**src/rtl/uart_rx_ctrl.sv**
```systemverilog
// uart_rx_ctrl: drains the receiver holding register into a tagged
// receive FIFO, tracks overrun and raises the threshold interrupt.
module uart_rx_ctrl #(
  parameter int DEPTH = 4
) (
  input  logic       clk,
  input  logic       rst_n,
  input  logic       enable_i,
  input  logic       rsr_full_i,
  input  logic       rsr_empty_i,
  input  logic [7:0] rsr_byte_i,
  input  logic       ferr_i,
  input  logic       perr_i,
  output logic       rsr_pull_o,
  input  logic       rd_i,
  input  logic       oerr_clr_i,
  input  logic [1:0] rxisel_i,
  output logic [7:0] rx_data_o,
  output logic       rx_ferr_o,
  output logic       rx_perr_o,
  output logic       rx_avail_o,
  output logic       oerr_o,
  output logic       rx_int_o,
  output logic       rx_idle_o
);

  localparam int PW = $clog2(DEPTH);
  localparam int CW = $clog2(DEPTH) + 1;

  typedef enum logic [1:0] {
    S_IDLE,
    S_CAPTURE,
    S_WAIT
  } state_e;

  state_e        state_q, state_d;
  logic [9:0]    mem_q [DEPTH];
  logic [PW-1:0] wr_ptr_q, wr_ptr_d;
  logic [PW-1:0] rd_ptr_q, rd_ptr_d;
  logic [CW-1:0] count_q, count_d;
  logic          oerr_q, oerr_d;
  logic          int_q, int_d;

  logic flush;
  logic take;
  logic fifo_full;
  logic wr_en;
  logic rd_en;
  logic ovf_set;

  assign flush     = oerr_clr_i | ~enable_i;
  assign take      = enable_i & rsr_full_i & ~oerr_q;
  assign fifo_full = (count_q == CW'(DEPTH));

  always_ff @(posedge clk or negedge rst_n) begin
    if (!rst_n) begin
      state_q <= S_IDLE;
    end else begin
      state_q <= state_d;
    end
  end

  always_comb begin
    state_d = state_q;
    if (!enable_i) begin
      state_d = S_IDLE;
    end else begin
      unique case (state_q)
        S_IDLE: begin
          if (take && !fifo_full) state_d = S_CAPTURE;
        end
        S_CAPTURE: state_d = S_WAIT;
        // hold until the receiver drops full so a byte is taken once
        S_WAIT: begin
          if (!rsr_full_i) state_d = S_IDLE;
        end
        default: state_d = S_IDLE;
      endcase
    end
  end

  always_comb begin
    rsr_pull_o = (state_q == S_CAPTURE);
    wr_en      = (state_q == S_CAPTURE) & ~flush;
    ovf_set    = (state_q == S_IDLE) & take & fifo_full;
    rd_en      = rd_i & (count_q != '0) & ~flush;
  end

  always_comb begin
    wr_ptr_d = wr_ptr_q;
    rd_ptr_d = rd_ptr_q;
    count_d  = count_q;
    oerr_d   = oerr_q;
    if (flush) begin
      wr_ptr_d = '0;
      rd_ptr_d = '0;
      count_d  = '0;
      oerr_d   = 1'b0;
    end else begin
      if (wr_en) wr_ptr_d = wr_ptr_q + 1'b1;
      if (rd_en) rd_ptr_d = rd_ptr_q + 1'b1;
      unique case ({wr_en, rd_en})
        2'b10:   count_d = count_q + 1'b1;
        2'b01:   count_d = count_q - 1'b1;
        default: count_d = count_q;
      endcase
      if (ovf_set) oerr_d = 1'b1;
    end
  end

  always_comb begin
    unique case (rxisel_i)
      2'b10:   int_d = (count_d >= CW'(DEPTH - 1));
      2'b11:   int_d = (count_d == CW'(DEPTH));
      default: int_d = (count_d != '0);
    endcase
    int_d = int_d & enable_i;
  end

  always_ff @(posedge clk or negedge rst_n) begin
    if (!rst_n) begin
      wr_ptr_q <= '0;
      rd_ptr_q <= '0;
      count_q  <= '0;
      oerr_q   <= 1'b0;
      int_q    <= 1'b0;
    end else begin
      wr_ptr_q <= wr_ptr_d;
      rd_ptr_q <= rd_ptr_d;
      count_q  <= count_d;
      oerr_q   <= oerr_d;
      int_q    <= int_d;
    end
  end

  always_ff @(posedge clk or negedge rst_n) begin
    if (!rst_n) begin
      for (int i = 0; i < DEPTH; i++) mem_q[i] <= '0;
    end else if (wr_en) begin
      mem_q[wr_ptr_q] <= {perr_i, ferr_i, rsr_byte_i};
    end
  end

  assign {rx_perr_o, rx_ferr_o, rx_data_o} = mem_q[rd_ptr_q];
  assign rx_avail_o = (count_q != '0);
  assign oerr_o     = oerr_q;
  assign rx_int_o   = int_q;
  assign rx_idle_o  = rsr_empty_i & ~rx_avail_o;

endmodule

```
**config.mk**
```make
export PLATFORM = sky130hd
export DESIGN_NAME = uart_rx_ctrl
export DESIGN_NICKNAME = d
export VERILOG_FILES = /design/src/rtl/uart_rx_ctrl.sv
export SDC_FILE = /design/constraint.sdc
export NUM_CORES = 1
export LEC_CHECK = 0
export BUFFER_PORTS_ARGS = -buffer_cell sky130_fd_sc_hd__buf_4
export CORE_ASPECT_RATIO = 0.5
export CORE_MARGIN = 2
export CORE_UTILIZATION = 34
export CTS_CLUSTER_DIAMETER = 100
export DETAILED_ROUTE_END_ITERATION = 6
export SLEW_MARGIN = 20
export SYNTH_ARGS = -nofsm -noshare
export SYNTH_HDL_FRONTEND = slang
export SYNTH_SLANG_ARGS = --single-unit
```
**constraint.sdc**
```tcl
create_clock -name clk -period 3.6 [get_ports clk]
set_input_delay 0.18 -clock clk [delete_from_list [all_inputs] [get_ports clk]]
set_output_delay 0.18 -clock clk [all_outputs]
set_load 0.01 [all_outputs]
```
==> key figures <==
Floorplan
  – Height of the die: 65.8 um
  – Die ar.: 8390 sq um
  – Std cell rows: 22
  – Die W: 128 um
  – I/O pin cnt: 34
  – Initial core utilization: 35.3%
  – Floorplan Core Area: 7350 sq um

Synthesis
  – Register area share after synthesis: 49.2%
  – Cell with the most instances after synthesis: dfrtp_1
  – Synthesized-area fraction occupied by xor and xnor cells: 1.69%
  – Library cell with the largest summed area after synthesis: dfrtp_1
  – Commonest cells in the netlist: 51 x dfrtp_1, 40 x mux2_4, 11 x nor2_1, 10 x mux4_2
  – Syn avg cell area: 16.0 sq um
  – Fraction of synthesized cell area taken by the top area cell type: 49.2%
  – Count of flip-flops with a built-in enable after synthesis: 0
  – Dominant combinational cell family by area after synthesis: multiplexers
  – Combined area of all synthesized cells: 2590 sq um
  – Leading cell types by total area after synthesis: dfrtp_1 49%, mux2_4 23%, mux4_2 8.7%
  – Unique cell type count in the Yosys netlist: 33
  – Fraction of synthesis flops using an asynchronous set or reset pin: 100%
  – Number of register bits inferred by synthesis: 51
  – Total number of yosys warnings: 0
  – Nets in the synthesized netlist: 187
  – Post-synthesis cell count: 162
  – Share of synthesized cell area in and, or, nand and nor gates: 8.78%
  – Top flip-flop cell by instance count after synthesis: dfrtp_1
  – Fraction of the mapped netlist area in adder cells: 3.18%
  – Synth Area in Compound Gates: 2.41%
  – Share of cell area taken by muxes after synthesis: 32.2%

Drt
  – DR DRC count: 0
  – Wirelength per Cell: 15.8 um
  – Via count: 1400
  – First-pass iteration count of the detailed router: 3
  – Post-detailed-route count of antenna-violating nets: 0
  – Final routed wirelength across all metal layers: 4670 um
  – Iteration-0 DRC count of the detailed router: 47
  – Per-cell via count in the routed design: 4.75

Clock tree
  – Deepest clock path buffer count: 2
  – Clk slew on worst S/H paths: 70 ps
  – Clock buffers created by TritonCTS: 5
  – Quantity of gates resized following cts: 0
  – Buffer type at the clock tree root: clkbuf_16
  – Post-CTS Repair Setup Buffers: 0
  – Number of clock sinks seen by CTS: 51
  – Clock tree from TritonCTS: yes
  – # hold bufs at CTS: 1
  – CTS HTree Levels: 2
  – Worst skew pair latency: 300 ps

Power
  – Largest vdd supply drop: 178 uV
  – P_sw: 0.331 mW
  – Lkg Pwr: 1.53 nW
  – Design Power: 1.43 mW
  – Clock group share of total power: 38.6%
  – Combinational fraction of design power: 16.4%
  – Pwr dens: 460 nW/um^2
  – Switching part of the total power: 23.1%
  – Int Pwr: 1.10 mW
  – Portion of total power attributed to sequential cells: 45.0%

Global route
  – Antenna violations before repair: 0
  – Busiest layer in global routing: met2
  – Met3 track utilization from global routing: 4.13%
  – Overall overflow remaining after global route: 0
  – Wire length of the first global-routing pass: 8100 um
  – Largest net degree at the start of global routing: 52
  – Met1 layer usage reported by global route: 16.9%
  – Met2 track demand over resource in global routing: 20.8%
  – Gr usage total: 13.0%
  – Number of global-route vias before repair: 1553

STA
  – Tightest slew margin relative to the limit: 49.2%
  – Largest clock skew in the final design: 6.74 ps
  – Min cycle time layout: 2720 ps
  – Worst slack on hold paths: 85.4 ps
  – Count of endpoints failing hold in the final timing report: 0
  – Accumulated negative setup slack: 0 ps
  – Achievable frequency: 367 MHz
  – Worst-case setup margin in the final layout: 876 ps
  – Setup repair after global routing missed its margin: no
  – Slew at the pin closest to its max-slew limit: 761 ps
  – Number of pins with negative max-slew slack in the final report: 0
  – Share of the clock period used by the worst path after layout: 75.7%
  – Number of setup violations in the final report: 0

Worst setup path
  – Required time worst endpoint: 3800 ps
  – CP Cell Sequence: nor2b_2 -> nor2b_4 -> buf_4 -> inv_1 -> ha_1 -> fa_1 -> inv_1 -> o311ai_0 -> a211oi_1 -> a311oi_1
  – Arrival @ worst endpoint: 2920 ps
  – Maximum fanout encountered on the critical timing path: 6
  – Max stage delay on crit path: 540 ps
  – Startpoint-to-endpoint class of the critical path: reg -> reg
  – Crit-path most repeated cell: inv_1
  – Element type at the critical path end: flip-flop
  – Startpoint types: flip-flop
  – CP max stage cell: fa_1

Outcome
  – Result of the run: completed

Cells and area
  – Multi-input gate area: 1250 sq um
  – Antenna cells: 0
  – Util after Layout: 42.2%
  – Share of final-layout standard cells stronger than drive strength 1: 50.8%
  – Area growth syn-to-layout: 19.6%
  – Count of filler cells inserted in the layout: 658
  – FF+latch area: 1280 sq um
  – Final net count: 223

Placed design
  – Count of buffers from port buffering: 33
  – Half-perimeter wire length after detailed placement: 3100 um
  – Global placement routability congestion: 0.757
  – Pre-CTS setup slack: 873 ps

Worst hold path
  – Worst hold-check path type: in -> reg

Run
  – Number of max-cap violations: 0
-- layer usage --
metal / share of wire, % / wire length [um] / vias to the layer above
li1: - / - / 649
met2: 48 / 2240 / 18
met5: 0 / 0 / -
met1: 48 / 2250 / 728
met4: 1.3 / 63 / 0
met3: 2.7 / 124 / 5
-- worst max-delay path: cells and delay by family, from the launching register on --
family	cells	cell delay, ps
adders and majority gates	2	760
AOI/OAI and AO/OA	3	690
and+or+nand+nor	2	420
DFF	1	400
buffers and inverters	3	360
-- flip-flops by register name (all words and copies together), names as in the netlist --
signal	flops
rd_ptr_q	2
count_q	3
state_q	2
mem_q	40
rx_int_o	1
wr_ptr_q	2
oerr_o	1
-- final timing paths --
kind / cells past startpoint / slack, ps / endpoint / from
worst max-delay path: 10 / 880 / rx_int_o$_DFF_PN0_ / state_q[1]$_DFFE_PN0P_
worst min-delay path: 2 / 90 / rx_int_o$_DFF_PN0_ / rxisel_i[1]
worst max register to register: 10 / 880 / rx_int_o$_DFF_PN0_ / state_q[1]$_DFFE_PN0P_
worst min register to register: 1 / 470 / state_q[0]$_DFFE_PN0P_ / oerr_o$_DFFE_PN0P_
max in group asynchronous: 2 / 2700 / rd_ptr_q[0]$_DFFE_PN0P_ / rst_n
min in group asynchronous: 2 / 470 / count_q[1]$_DFF_PN0_ / rst_n
-- layout by cell type, fill, tap and decap left out, types with 2 or more instances in the layout --
cell / instances
xor2_1: 3
nor3b_1: 2
dfrtp_1: 51
a21oi_1: 4
nand2_8: 4
mux2_4: 40
nand3_1: 2
inv_1: 5
clkbuf_16: 5
buf_4: 34
ha_1: 5
mux4_2: 10
xnor2_1: 2
nor2_1: 11
-- logic make-up after synthesis --
| logic type | count (synthesis) |
|---|---|
| XOR/XNOR | 5 |
| adder cells (fa/ha/maj) | 6 |
| AO/OA/AOI/OAI | 9 |
| multiplexers | 51 |
| buffers and inverters | 11 |
| flip-flops | 51 |
| AND/OR/NAND/NOR | 29 |
-- metrics by stage --
stage / instances / instance area [sq um]
after floorplan: 162 / 2590
after global placement: 286 / 2920
after detailed placement: 286 / 2920
after CTS: 295 / 3100
after global routing: 295 / 3100
final: 295 / 3100
-- cell type report --
cell class	count	share of cell area, %
Clock buffer	5	4.03
Clock inverter	3	1.49
Inverter	5	0.605
Multi-Input combinational cell	100	40.3
Sequential cell	51	41.1
Tap cell	96	3.87
Timing Repair Buffer	35	8.54
-- power by group through the flow --
stage | Combinational (mW) | Clock [mW] | Sequential [mW]
after floorplan | 0.144 | 0 | 0.644
after global placement | 0.234 | 0 | 0.651
after detailed placement | 0.239 | 0 | 0.654
after CTS | 0.240 | 0.566 | 0.643
after global routing | 0.254 | 0.607 | 0.649
final | 0.235 | 0.552 | 0.643
Note: power is estimated with default switching activity, not from simulation.
